## config.mk

```make
export PLATFORM = sky130hd
export DESIGN_NAME = mips_mc_controller
export DESIGN_NICKNAME = d
export VERILOG_FILES = /design/src/rtl/mips_mc_controller.sv
export SDC_FILE = /design/constraint.sdc
export NUM_CORES = 1
export LEC_CHECK = 0
export CORE_MARGIN = 3
export CORE_UTILIZATION = 38
export DETAILED_ROUTE_END_ITERATION = 8
export GPL_TIMING_DRIVEN = 0
export PLACE_DENSITY_LB_ADDON = 0.1
export SLEW_MARGIN = 25
export SYNTH_ARGS = -nofsm -noshare
export SYNTH_HDL_FRONTEND = slang
export SYNTH_SLANG_ARGS = --single-unit
```

## constraint.sdc

```tcl
create_clock -name clk -period 1.8 [get_ports clk]
set_input_delay 0.18 -clock clk [delete_from_list [all_inputs] [get_ports clk]]
set_output_delay 0.18 -clock clk [all_outputs]
set_load 0.02 [all_outputs]
```

## src/rtl/mips_mc_controller.sv

```systemverilog
// Multicycle MIPS main control FSM: sequences fetch/decode/execute/memory/writeback
// and drives every datapath enable and mux select, stalling on the memory-ready handshake.
module mips_mc_controller #(
  parameter int STATEW = 4
) (
  input  logic              clk,
  input  logic              ci_rst_n,
  input  logic [5:0]        ci_op,
  input  logic [5:0]        ci_funct,
  input  logic              ci_zero,
  input  logic              ci_memready,
  output logic              co_pcen,
  output logic              co_iord,
  output logic              co_memwrite,
  output logic              co_irwrite,
  output logic              co_regdst,
  output logic              co_memtoreg,
  output logic              co_regwrite,
  output logic              co_alusrca,
  output logic [1:0]        co_alusrcb,
  output logic [2:0]        co_alucontrol,
  output logic [1:0]        co_pcsrc,
  output logic              co_illegal,
  output logic [STATEW-1:0] co_state
);

  typedef enum logic [STATEW-1:0] {
    FETCH   = 'd0,
    DECODE  = 'd1,
    MEMADR  = 'd2,
    MEMRD   = 'd3,
    MEMWB   = 'd4,
    MEMWR   = 'd5,
    RTYPEEX = 'd6,
    ALUWB   = 'd7,
    BEQEX   = 'd8,
    ADDIEX  = 'd9,
    ADDIWB  = 'd10,
    JEX     = 'd11
  } state_t;

  localparam logic [5:0] OP_RTYPE = 6'b000000;
  localparam logic [5:0] OP_LW    = 6'b100011;
  localparam logic [5:0] OP_SW    = 6'b101011;
  localparam logic [5:0] OP_BEQ   = 6'b000100;
  localparam logic [5:0] OP_ADDI  = 6'b001000;
  localparam logic [5:0] OP_J     = 6'b000010;

  localparam logic [5:0] FN_ADD = 6'b100000;
  localparam logic [5:0] FN_SUB = 6'b100010;
  localparam logic [5:0] FN_AND = 6'b100100;
  localparam logic [5:0] FN_OR  = 6'b100101;
  localparam logic [5:0] FN_SLT = 6'b101010;

  localparam logic [2:0] ALU_ADD = 3'b010;
  localparam logic [2:0] ALU_SUB = 3'b110;
  localparam logic [2:0] ALU_AND = 3'b000;
  localparam logic [2:0] ALU_OR  = 3'b001;
  localparam logic [2:0] ALU_SLT = 3'b111;

  state_t state, nxt;
  logic   pcwrite, branch, irw, mw, rw, ill;

  function automatic logic funct_ok(input logic [5:0] f);
    return (f == FN_ADD) || (f == FN_SUB) || (f == FN_AND) ||
           (f == FN_OR)  || (f == FN_SLT);
  endfunction

  always_ff @(posedge clk or negedge ci_rst_n) begin
    if (!ci_rst_n) state <= FETCH;
    else           state <= nxt;
  end

  always_comb begin
    nxt           = FETCH;
    pcwrite       = 1'b0;
    branch        = 1'b0;
    irw           = 1'b0;
    mw            = 1'b0;
    rw            = 1'b0;
    ill           = 1'b0;
    co_iord       = 1'b0;
    co_regdst     = 1'b0;
    co_memtoreg   = 1'b0;
    co_alusrca    = 1'b0;
    co_alusrcb    = 2'b00;
    co_alucontrol = 3'b000;
    co_pcsrc      = 2'b00;
    case (state)
      FETCH: begin
        co_alusrcb    = 2'b01;
        co_alucontrol = ALU_ADD;
        irw           = ci_memready;
        pcwrite       = ci_memready;
        nxt           = ci_memready ? DECODE : FETCH;
      end
      DECODE: begin
        // Branch target computed speculatively into ALUOut
        co_alusrcb    = 2'b11;
        co_alucontrol = ALU_ADD;
        case (ci_op)
          OP_LW, OP_SW: nxt = MEMADR;
          OP_RTYPE: begin
            if (funct_ok(ci_funct)) nxt = RTYPEEX;
            else                    ill = 1'b1;
          end
          OP_BEQ:  nxt = BEQEX;
          OP_ADDI: nxt = ADDIEX;
          OP_J:    nxt = JEX;
          default: ill = 1'b1;
        endcase
      end
      MEMADR: begin
        co_alusrca    = 1'b1;
        co_alusrcb    = 2'b10;
        co_alucontrol = ALU_ADD;
        nxt           = (ci_op == OP_SW) ? MEMWR : MEMRD;
      end
      MEMRD: begin
        co_iord = 1'b1;
        nxt     = ci_memready ? MEMWB : MEMRD;
      end
      MEMWB: begin
        co_memtoreg = 1'b1;
        rw          = 1'b1;
      end
      MEMWR: begin
        // Strobe held for the whole wait so the memory sees a stable request
        co_iord = 1'b1;
        mw      = 1'b1;
        nxt     = ci_memready ? FETCH : MEMWR;
      end
      RTYPEEX: begin
        co_alusrca = 1'b1;
        case (ci_funct)
          FN_ADD:  co_alucontrol = ALU_ADD;
          FN_SUB:  co_alucontrol = ALU_SUB;
          FN_AND:  co_alucontrol = ALU_AND;
          FN_OR:   co_alucontrol = ALU_OR;
          FN_SLT:  co_alucontrol = ALU_SLT;
          default: co_alucontrol = ALU_ADD;
        endcase
        nxt = ALUWB;
      end
      ALUWB: begin
        co_regdst = 1'b1;
        rw        = 1'b1;
      end
      BEQEX: begin
        co_alusrca    = 1'b1;
        co_alucontrol = ALU_SUB;
        co_pcsrc      = 2'b01;
        branch        = 1'b1;
      end
      ADDIEX: begin
        co_alusrca    = 1'b1;
        co_alusrcb    = 2'b10;
        co_alucontrol = ALU_ADD;
        nxt           = ADDIWB;
      end
      ADDIWB: rw = 1'b1;
      JEX: begin
        co_pcsrc = 2'b10;
        pcwrite  = 1'b1;
      end
      default: nxt = FETCH;
    endcase
  end

  // Strobes are gated by reset so a pending write drops in the same cycle
  assign co_pcen     = ci_rst_n & (pcwrite | (branch & ci_zero));
  assign co_irwrite  = ci_rst_n & irw;
  assign co_memwrite = ci_rst_n & mw;
  assign co_regwrite = ci_rst_n & rw;
  assign co_illegal  = ci_rst_n & ill;
  assign co_state    = state;

endmodule

```

### After elaboration in Yosys (flattened, before gate mapping)

Cells that the tools add are included.
W data, S select, Z words.

* add/sub/neg operators: 0
* $mul: 0
* div/mod/pow operators: 0
* $lt $le $gt $ge: 0
* equality and inequality tests: 21
* shift operators: 0
* multiplexer cells: 23
* bitwise gates (word level): 7
* reductions and logical operators: 13

Operators by type and width (count)
* $eq A6 B6 Y1 const B: 7
* $pmux W4 S7: 1
* $pmux W4 S5: 1
* $eq A4 B3 Y1 const B: 4
* $eq A4 B4 Y1 const B: 4
* $mux W3: 4
* $pmux W3 S4: 1
* $mux W1: 11
* $pmux W3 S3: 1
* $eq A4 B2 Y1 const B: 2
* $reduce_or A4 Y1: 2
* $and A1 B1 Y1: 6
* $eq A6 B2 Y1 const B: 1
* $eq A6 B3 Y1 const B: 1
* $eq A6 B4 Y1 const B: 1
* $logic_not A6 Y1: 1
* $pmux W2 S3: 1
* $reduce_or A2 Y1: 3
* $reduce_or A5 Y1: 1
* $eq A4 B1 Y1 const B: 1
* $logic_not A4 Y1: 1
* $logic_or A1 B1 Y1: 4
* $pmux W1 S2: 2
* $pmux W2 S2: 1
* other kinds (2): 2

* register bits: 4
* latch bits: 0
* bits in writable memories: 0
* memory bits (read-only): 0
* input bits: 16
* output and inout bits: 20
* word-level logic and storage cells: 65
* memories: 0

### Depth between registers and ports, before layout

Gate-level depths: netlist of run 1.

* depth in word-level cells: 9
* mapped depth: 5
* depth with buffers taken out: 4

### Least setup slack after synthesis of run 1

Ideal clock, no wire load.

* kind: register to output
* from: register state[3] (netlist: co_state[3])
* to: output port co_irwrite
* arrival: 1.617 ns
* required time: 1.620 ns
* slack: 0.003 ns
* cell stages (with the launch flop): 4
* path buffers: 1
* path through: dfrtp_1 buf_2 or4_1 nor3_1

* word-level cells in the longest chain between the ends: 3

RTL lines
* start: declaration: line 61 `state_t state, nxt;`
* start signal: assignment: line 71 `else state <= nxt;`
* $logic_not A4 Y1: line 89 `case (state)`
* $mux W1: line 89
* $and A1 B1 Y1: line 172 `assign co_irwrite = ci_rst_n & irw;`
* end: declaration: line 15 `output logic co_irwrite,`

Every way passes these cells.

### Worst setup path in the final report of run 1

* from: register state[1] (netlist: co_state[1])
* to: output port co_pcen

* word-level cells in the longest chain between the ends: 5
* elaborated cells between the ends (all ways): 8
* those cells by class: 2 x eq/ne; 2 x mux; 3 x bitwise; 1 x reduce/logical

RTL lines
* $eq A4 B4 Y1: line 89
* $mux W1: line 89
* $and A1 B1 Y1: line 171 `assign co_pcen = ci_rst_n & (pcwrite | (branch & ci_zero));`
* $or A1 B1 Y1 (*): line 171
* $and A1 B1 Y1 (*): line 171
* end: declaration: line 12 `output logic co_pcen,`

Mark *: on every way between the ends. The rest lies on a longest branch, timed or not.

==> flow_summary_export.csv, run 1 <==
group,metric,value,unit
global_routing,grt_first_pass_wirelength,3.24,mm
global_routing,first_global_vias,756,
cells_and_area,syn2layout_area_growth,84.1,%
synthesis,synth_cell_types,42,
setup_path,cp_data_arrival_time,1.71,ns
sta,hold_viol_final,0,
power_and_ir_drop,vdd_drop_max,0.834,mV
sta,timing.slew.headroom,0.798,
synthesis,synth_edf_count,0,
drt,drt-pass1-iter-count,4,
cts,clk_path_buf_depth,2,
synthesis,ys.flop_type,"dfrtp_1",
cells_and_area,nFillCells,116,
job,maxCapViolCount,0,
cts,htreeDepth,1,
status,failed_checks,"setup timing",
synthesis,synth-seq-cells,4,
die,die_y,47.7,um
synthesis,async_reset_ff_frac,1.00,
power_and_ir_drop,p_int,0.733,mW
synthesis,synth_area,661,um2
synthesis,ys_seq_area_frac,0.152,
cts,path_clk_slew,0.04,ns
cells_and_area,post-route-cell-area,1220,um2
power_and_ir_drop,clockPowerShare,0.079,
cells_and_area,multi_input_area,568,um2
cts,cts_buffers,3,
synthesis,synthTopCellsByCount,"nor3_1 (10), nor2_1 (9), nand2_1 (8)",
synthesis,yosys_warnings,0,
die,die_w,47.7,um
sta,rsz0062_at_grt,"true",
die,design.core.area,1580,um2
sta,finalSetupViolations,3,
placed_design,dp_hpwl,1.66,mm
cells_and_area,drive_above_1_share,0.299,
synthesis,synth.top_cell.area_share,0.152,
cts,clk_latency,0.23,ns
cells_and_area,register_area,101,um2
synthesis,syn_nets,111,
die,row_count,14,
global_routing,grt_overflow_total,0,
drt,drtAntennaViolNets,0,
worst_hold_path,min_path_type,"input port to async pin",
power_and_ir_drop,pwr-share-seq,0.111,
power_and_ir_drop,leakage,0.557,nW
power_and_ir_drop,power,1.37,mW
cts,clock-root-buffer,"clkbuf_4",
die,start_util,0.419,
sta,fin_crit,1.89,ns
setup_path,crit_type,"flip-flop to primary output",
synthesis,synth.most_common_cell,"nor3_1",
power_and_ir_drop,p_switching,0.640,mW
cells_and_area,fin_nets,165,
setup_path,worstReg2RegStart,"co_state[1]",
setup_path,end_kind,"primary output",
status,status,"finished with violations",
drt,drt-total-wl,2.60,mm
setup_path,r2r_end,"co_state[1]",
cts,cts_sinks,4,
setup_path,cp_data_required_time,1.62,ns
setup_path,reg2regPathDepth,6,
setup_path,reg2reg_slack,0.29,ns
placed_design,place.gp.congestion,0.863,
power_and_ir_drop,pwr-share-comb,0.810,
sta,fin_ws,-0.0886,ns
cells_and_area,layoutNonFillerInstCount,163,
setup_path,critPathLaunchType,"flip-flop",
sta,period_share,1.05,
synthesis,syn_inst,95,
placed_design,dp.cells,146,
cells_and_area,insertedDiodeCount,0,
drt,drt-wirelength-per-cell,16.0,um
synthesis,syn_avg_cell_area,6.95,um2
drt,vias_per_cell,5.99,
sta,fin_skew,0.00439,ns
synthesis,synth_area_leaders,"dfrtp_1 (15%), nor3_1 (7.6%), nor2_1 (5.1%)",
drt,drc,0,
sta,fmax,0.529,GHz
die,dieArea,2270,um2
sta,tightestPinTransition,0.300,ns
die,boundaryPins,36,
power_and_ir_drop,power_density,1130,nW/um2
setup_path,cp_max_fo,8,
drt,vias,976,
global_routing,grt_max_degree,11,
power_and_ir_drop,p_sw_frac,0.466,
sta,finalMaxSlewViolations,0,
drt,drt_iter0_drc,28,
placed_design,io_buffers,35,
synthesis,yosysTopAreaCell,"dfrtp_1",
cts,cts_tree,"built",
global_routing,grt_use_total,0.197,
cells_and_area,largest_reg_flops,4,
global_routing,antenna_found_initial,0,
placed_design,placed_cell_area,1030,um2
## logic make-up after synthesis
logic type      Yosys count  share of synthesized area
simple gates             50                      0.438
compound gates           25                      0.269
buf+inv                  12                     0.0871
flops                     4                      0.152
xor+xnor                  3                     0.0398
mux                       1                     0.0152
## layout by cell type, fill, tap and decap left out, types with 2 or more instances in the layout
cell type | netlist | layout
xor2_1 | 2 | 2
nor3_2 | 0 | 2
nand4b_1 | 2 | 2
inv_1 | 6 | 6
dlymetal6s2s_1 | 0 | 3
a32oi_1 | 3 | 3
dfrtp_1 | 4 | 3
clkdlybuf4s50_1 | 0 | 14
o21ai_0 | 3 | 3
nor3_1 | 10 | 8
nor2_1 | 9 | 8
buf_4 | 0 | 13
a21oi_1 | 5 | 5
nand3b_1 | 2 | 2
nand2b_1 | 5 | 4
clkbuf_2 | 0 | 3
a31oi_1 | 3 | 3
nand2_1 | 8 | 8
buf_2 | 4 | 5
clkbuf_4 | 0 | 3
buf_6 | 1 | 5
dlygate4sd2_1 | 0 | 8
## per-stage QoR
stage	setup WS (ns)	hold slack (ns)	setup TNS, ns	utilization
2_1_floorplan	0.00264	-0.116	0	-
3_3_place_gp	-0.498	0.419	-2.00	0.654
3_5_place_dp	-0.555	0.424	-2.25	0.654
4_1_cts	-0.105	0.177	-0.105	0.664
5_1_grt	-0.150	0.418	-0.375	0.771
6_report	-0.0886	0.390	-0.186	0.771
## metal layers
layer,vias to the layer above,share of wire,GRT usage
met2,46,0.49,0.311
met3,2,0.067,0.0451
met4,0,0.0058,0.0645
met5,-,0,0
met1,463,0.44,0.262
li1,465,-,-
## worst max-delay path, cell delays in order (launching register included)
cell and delay [ns]:
dfrtp_1 0.40, buf_6 0.15, or3b_1 0.38, nand2_1 0.09
a32oi_1 0.05, nor3_1 0.19, buf_2 0.21
## final cells by class
| cell class | instances | area share |
|---|---|---|
| plain buffers | 5 | 0.0360 |
| multi-input cells | 79 | 0.467 |
| flip-flops and latches | 4 | 0.0833 |
| inverters | 7 | 0.0257 |
| clock buffers | 3 | 0.0185 |
| repair buffers | 49 | 0.353 |
| well taps | 16 | 0.0165 |
## power by group through the flow
stage | logic, mW | registers [mW] | clock network (mW)
floorplan | 0.495 | 0.171 | 0
detailed placement | 0.842 | 0.147 | 0
finish | 1.11 | 0.152 | 0.108
global placement | 0.828 | 0.147 | 0
global route | 1.17 | 0.154 | 0.122
CTS | 0.808 | 0.146 | 0.111
## timing repair
item                                    4_1_cts  5_1_grt
hold buffers                                  0        1
pin swaps                                     0        6
endpoints found under the setup margin       16       11
gates resized for setup                      44       29
hold endpoints to repair                      0        4
setup buffers                                 1       12
## worst max-delay path by stage
| stage | startpoint | depth (start not counted) | to |
|---|---|---|---|
| global route | co_state[1] | 6 | co_pcen |
| finish | co_state[1] | 6 | co_pcen |
| detailed placement | ci_op[1] | 6 | co_illegal |
| CTS | co_state[1] | 6 | co_illegal |
| floorplan | co_state[3] | 3 | co_irwrite |
| global placement | ci_op[0] | 6 | co_illegal |
Note: power is estimated with default switching activity, not from simulation.
==> run 2: changes to the inputs <==
REMOVE_ABC_BUFFERS = 1   (was unset)
==> flow_summary_export.csv, run 2 (synthesis gave the netlist of run 1 again) <==
group,metric,value,unit
power_and_ir_drop,leakage,0.480,nW
die,design.core.area,1580,um2
placed_design,place.gp.congestion,0.878,
drt,drt-wirelength-per-cell,14.7,um
placed_design,dp_hpwl,1.50,mm
cells_and_area,nFillCells,144,
power_and_ir_drop,power,1.19,mW
drt,drt-total-wl,2.29,mm
cells_and_area,multi_input_area,519,um2
cts,cts_tree,"built",
cts,cts_buffers,3,
sta,rsz0062_at_grt,"true",
drt,vias,902,
sta,hold_viol_final,0,
cells_and_area,largest_reg_flops,4,
cells_and_area,syn2layout_area_growth,67.6,%
sta,fin_crit,1.81,ns
sta,fin_ws,-0.00790,ns
setup_path,reg2regPathDepth,5,
setup_path,critPathLaunchType,"flip-flop",
cts,path_clk_slew,0.04,ns
cts,clock-root-buffer,"clkbuf_4",
status,failed_checks,"setup timing",
cells_and_area,drive_above_1_share,0.236,
status,status,"finished with violations",
drt,vias_per_cell,5.78,
die,boundaryPins,36,
global_routing,grt_max_degree,11,
drt,drt_iter0_drc,12,
global_routing,first_global_vias,805,
sta,finalMaxSlewViolations,0,
power_and_ir_drop,power_density,1070,nW/um2
global_routing,grt_first_pass_wirelength,3.62,mm
power_and_ir_drop,vdd_drop_max,0.790,mV
cells_and_area,final_cell_mix,"clkdlybuf4s50_1 (16), dlygate4sd2_1 (12), buf_4 (11)",
setup_path,end_kind,"primary output",
cells_and_area,fin_nets,158,
cells_and_area,insertedDiodeCount,0,
die,start_util,0.419,
setup_path,crit_type,"flip-flop to primary output",
cts,htreeDepth,1,
cells_and_area,fin_util,0.702,
worst_hold_path,min_path_type,"input port to async pin",
sta,setup_tns,-0.0146,ns
job,maxCapViolCount,0,
global_routing,grt_overflow_total,0,
die,row_count,14,
sta,timing.slew.headroom,0.727,
sta,fmax,0.553,GHz
drt,drt-pass1-iter-count,4,
global_routing,antenna_found_initial,0,
sta,fin_skew,0.00137,ns
placed_design,pre_cts_ws,-0.531,ns
die,die_w,47.7,um
cells_and_area,layout_commonest_cell,"clkdlybuf4s50_1",
setup_path,cp_data_arrival_time,1.63,ns
setup_path,cp_data_required_time,1.62,ns
drt,drc,0,
placed_design,io_buffers,35,
die,die_y,47.7,um
cts,cts_sinks,4,
setup_path,cp_max_fo,8,
cts,hold_buffers,0,
global_routing,grt_use_total,0.221,
cells_and_area,register_area,105,um2
die,dieArea,2270,um2
drt,drtAntennaViolNets,0,
sta,tightestPinTransition,0.405,ns
cts,clk_path_buf_depth,2,
sta,finalSetupViolations,2,
sta,whs,0.179,ns
cts,clk_latency,0.23,ns
sta,period_share,1.00,
run 2: what timing repair did:
item,CTS,global route
buffers inserted,11,1
endpoints found under the setup margin,17,8
hold endpoints to repair,0,0
pin swaps,0,1
resized for setup,42,9
run 2: worst paths after layout:
kind	from	to	slack, ns
max	co_state[0]	co_pcen	-0.008
min reg2reg	co_state[3]	co_state[0]	0.55
max in group asynchronous	ci_rst_n	co_state[0]	1.41
min	ci_rst_n	co_state[1]	0.18
min in group clk	co_state[3]	co_state[0]	0.55
max reg2reg	co_state[0]	co_state[0]	0.35
run 2: final cells by class:
| class | instances | share of cell area |
|---|---|---|
| Multi-Input combinational cell | 79 | 0.469 |
| Timing Repair Buffer | 47 | 0.374 |
| Sequential cell | 4 | 0.0949 |
| Inverter | 7 | 0.0237 |
| Clock buffer | 3 | 0.0203 |
| Tap cell | 16 | 0.0181 |
run 2: per-stage QoR:
step / cell area (um2) / std cells
2_1_floorplan: 629 / 90
3_3_place_gp: 1000 / 141
3_5_place_dp: 1000 / 141
4_1_cts: 1110 / 155
5_1_grt: 1110 / 156
6_report: 1110 / 156
run 2: routing by layer:
layer	global-route usage	up-vias	wire (um)
met3	0.0113	2	128
li1	-	446	-
met1	0.300	419	994
met5	0	-	0
met4	0.0753	0	14
met2	0.369	35	1150
run 2: report_power, final:
group	leakage (nW)	internal [mW]	switching [mW]
logic	0.419	0.435	0.470
clock network	0.0138	0.0742	0.0310
registers	0.0477	0.120	0.0584
total	0.480	0.629	0.559
run 2: worst max-delay path, cell delays in order (launching register included):
cell,delay [ns]
dfrtp_2,0.47
buf_12,0.15
or3b_1,0.34
nand2_1,0.08
a32oi_1,0.05
nor3_1,0.13
buf_2,0.19
==> run 3: changes to the inputs <==
--- a/config.mk
+++ b/config.mk
@@ -9,5 +9,4 @@
 export CORE_UTILIZATION = 38
 export DETAILED_ROUTE_END_ITERATION = 8
-export GPL_TIMING_DRIVEN = 0
 export PLACE_DENSITY_LB_ADDON = 0.1
 export REMOVE_ABC_BUFFERS = 1
==> constraint.sdc (replaced) <==
create_clock -name clk -period 1.8 [get_ports clk]
set_input_delay 0.18 -clock clk [delete_from_list [all_inputs] [get_ports clk]]
set_output_delay 0.18 -clock clk [all_outputs]
set_load 0.005 [all_outputs]
==> flow_summary_export.csv, run 3 (synthesis gave the netlist of run 1 again) <==
group,metric,value,unit
sta,tightestPinTransition,0.420,ns
drt,drc,0,
global_routing,grt.busiest_layer,"met2",
setup_path,reg2reg_slack,0.17,ns
sta,fin_crit,1.83,ns
global_routing,grt_use_total,0.281,
die,boundaryPins,36,
cells_and_area,insertedDiodeCount,0,
cts,hold_buffers,0,
cells_and_area,layout_commonest_cell,"buf_4",
cts,path_clk_slew,0.04,ns
cts,htreeDepth,1,
cts,cts_sinks,4,
sta,finalSetupViolations,2,
cts,cts_tree,"built",
setup_path,end_kind,"primary output",
global_routing,grt_overflow_total,0,
placed_design,dp_hpwl,2.05,mm
status,status,"finished with violations",
sta,fin_ws,-0.0315,ns
cells_and_area,largest_reg_flops,4,
placed_design,io_buffers,35,
drt,drt_iter0_drc,33,
setup_path,cp_data_arrival_time,1.65,ns
cts,cts_buffers,3,
die,design.core.area,1580,um2
drt,drtAntennaViolNets,0,
cells_and_area,fin_util,0.871,
global_routing,met1_usage,0.340,
die,start_util,0.419,
status,failed_checks,"setup timing",
power_and_ir_drop,power,1.28,mW
sta,fin_skew,0.00339,ns
die,row_count,14,
power_and_ir_drop,vdd_drop_max,0.708,mV
global_routing,antenna_found_initial,0,
sta,timing.slew.headroom,0.718,
power_and_ir_drop,power_density,930,nW/um2
sta,finalMaxSlewViolations,0,
placed_design,place.gp.congestion,0.901,
cells_and_area,drive_above_1_share,0.367,
cells_and_area,fin_nets,184,
drt,drt-total-wl,3.38,mm
sta,setup_tns,-0.0590,ns
setup_path,cp_max_fo,4,
global_routing,met3_usage,0.0602,
sta,hold_viol_final,0,
setup_path,critPathLaunchType,"flip-flop",
setup_path,crit_type,"flip-flop to primary output",
sta,fmax,0.546,GHz
sta,whs,0.277,ns
drt,drt-pass1-iter-count,4,
cells_and_area,nFillCells,89,
global_routing,grt_first_pass_wirelength,4.51,mm
job,maxCapViolCount,0,
cts,clk_path_buf_depth,2,
cts,clock-root-buffer,"clkbuf_4",
global_routing,grt_max_degree,14,
cells_and_area,final_cell_mix,"buf_4 (36), clkdlybuf4s50_1 (20), dlygate4sd2_1 (9)",
global_routing,grtUsageMet2,0.467,
worst_hold_path,min_path_type,"input port to async pin",
drt,vias,1087,
cells_and_area,syn2layout_area_growth,108,%
global_routing,first_global_vias,1038,
placed_design,pre_cts_ws,-0.277,ns
die,die_y,47.7,um
setup_path,cp_data_required_time,1.62,ns
power_and_ir_drop,leakage,0.644,nW
sta,rsz0062_at_grt,"true",
die,die_w,47.7,um
drt,drt-wirelength-per-cell,18.6,um
sta,period_share,1.02,
cts,clk_latency,0.23,ns
drt,vias_per_cell,5.97,
die,dieArea,2270,um2
==> run 3: cell count changes in the layout (fill, tap and decap cells not counted), sizes merged <==
cell           before  now
dlymetal6s2s        0    4
clkdlybuf4s50      16   20
clkbuf              5    4
buf                16   38
dlygate4sd2        12    9
==> run 3: final cells by class <==
| cell class | count | area (um2) | share of cell area |
|---|---|---|---|
| inverter | 7 | 26.3 | 0.0191 |
| timing repair buffer | 73 | 637 | 0.464 |
| multi-input combinational | 79 | 563 | 0.410 |
| sequential | 4 | 104 | 0.0757 |
| tap | 16 | 20.0 | 0.0146 |
| clock buffer | 3 | 22.5 | 0.0164 |
==> run 3: what timing repair did <==
| action | in CTS | in global routing |
|---|---|---|
| pin swaps | 0 | 2 |
| gates resized for setup | 25 | 12 |
| setup endpoints to repair | 15 | 7 |
| gates cloned | 0 | 0 |
| buffers inserted | 6 | 0 |
==> run 3: critical path: stages (launching register included) <==
cell and delay (ns):
dfrtp_2 0.42, buf_4 0.15, or3_4 0.38, nor4b_2 0.24
clkdlybuf4s15_1 0.23
==> run 3: final timing paths <==
check	start	end	cells past startpoint
worst max-delay path	co_state[3]	co_illegal	4
worst min-delay path	ci_rst_n	co_state[2]	2
worst max register to register	co_state[3]	co_state[1]	6
worst min register to register	co_state[2]	co_state[3]	2
max in group asynchronous	ci_rst_n	co_state[0]	2
min in group clk	ci_op[3]	co_state[3]	5
==> run 3: metal layers <==
layer | vias up | share of wire
met5 | - | 0
li1 | 500 | -
met1 | 515 | 0.40
met3 | 15 | 0.048
met2 | 57 | 0.51
met4 | 0 | 0.043
==> run 3: stage by stage <==
step,std cells,cell area [um2]
after floorplan,90,629
after global placement,173,1240
after detailed placement,173,1240
after CTS,182,1340
after global routing,182,1370
final,182,1370
==> run 3: report_power, final <==
| part | switching (mW) | internal [mW] |
|---|---|---|
| Clock | 0.0333 | 0.0744 |
| Sequential | 0.0391 | 0.119 |
| Combinational | 0.479 | 0.532 |
| Total | 0.552 | 0.725 |
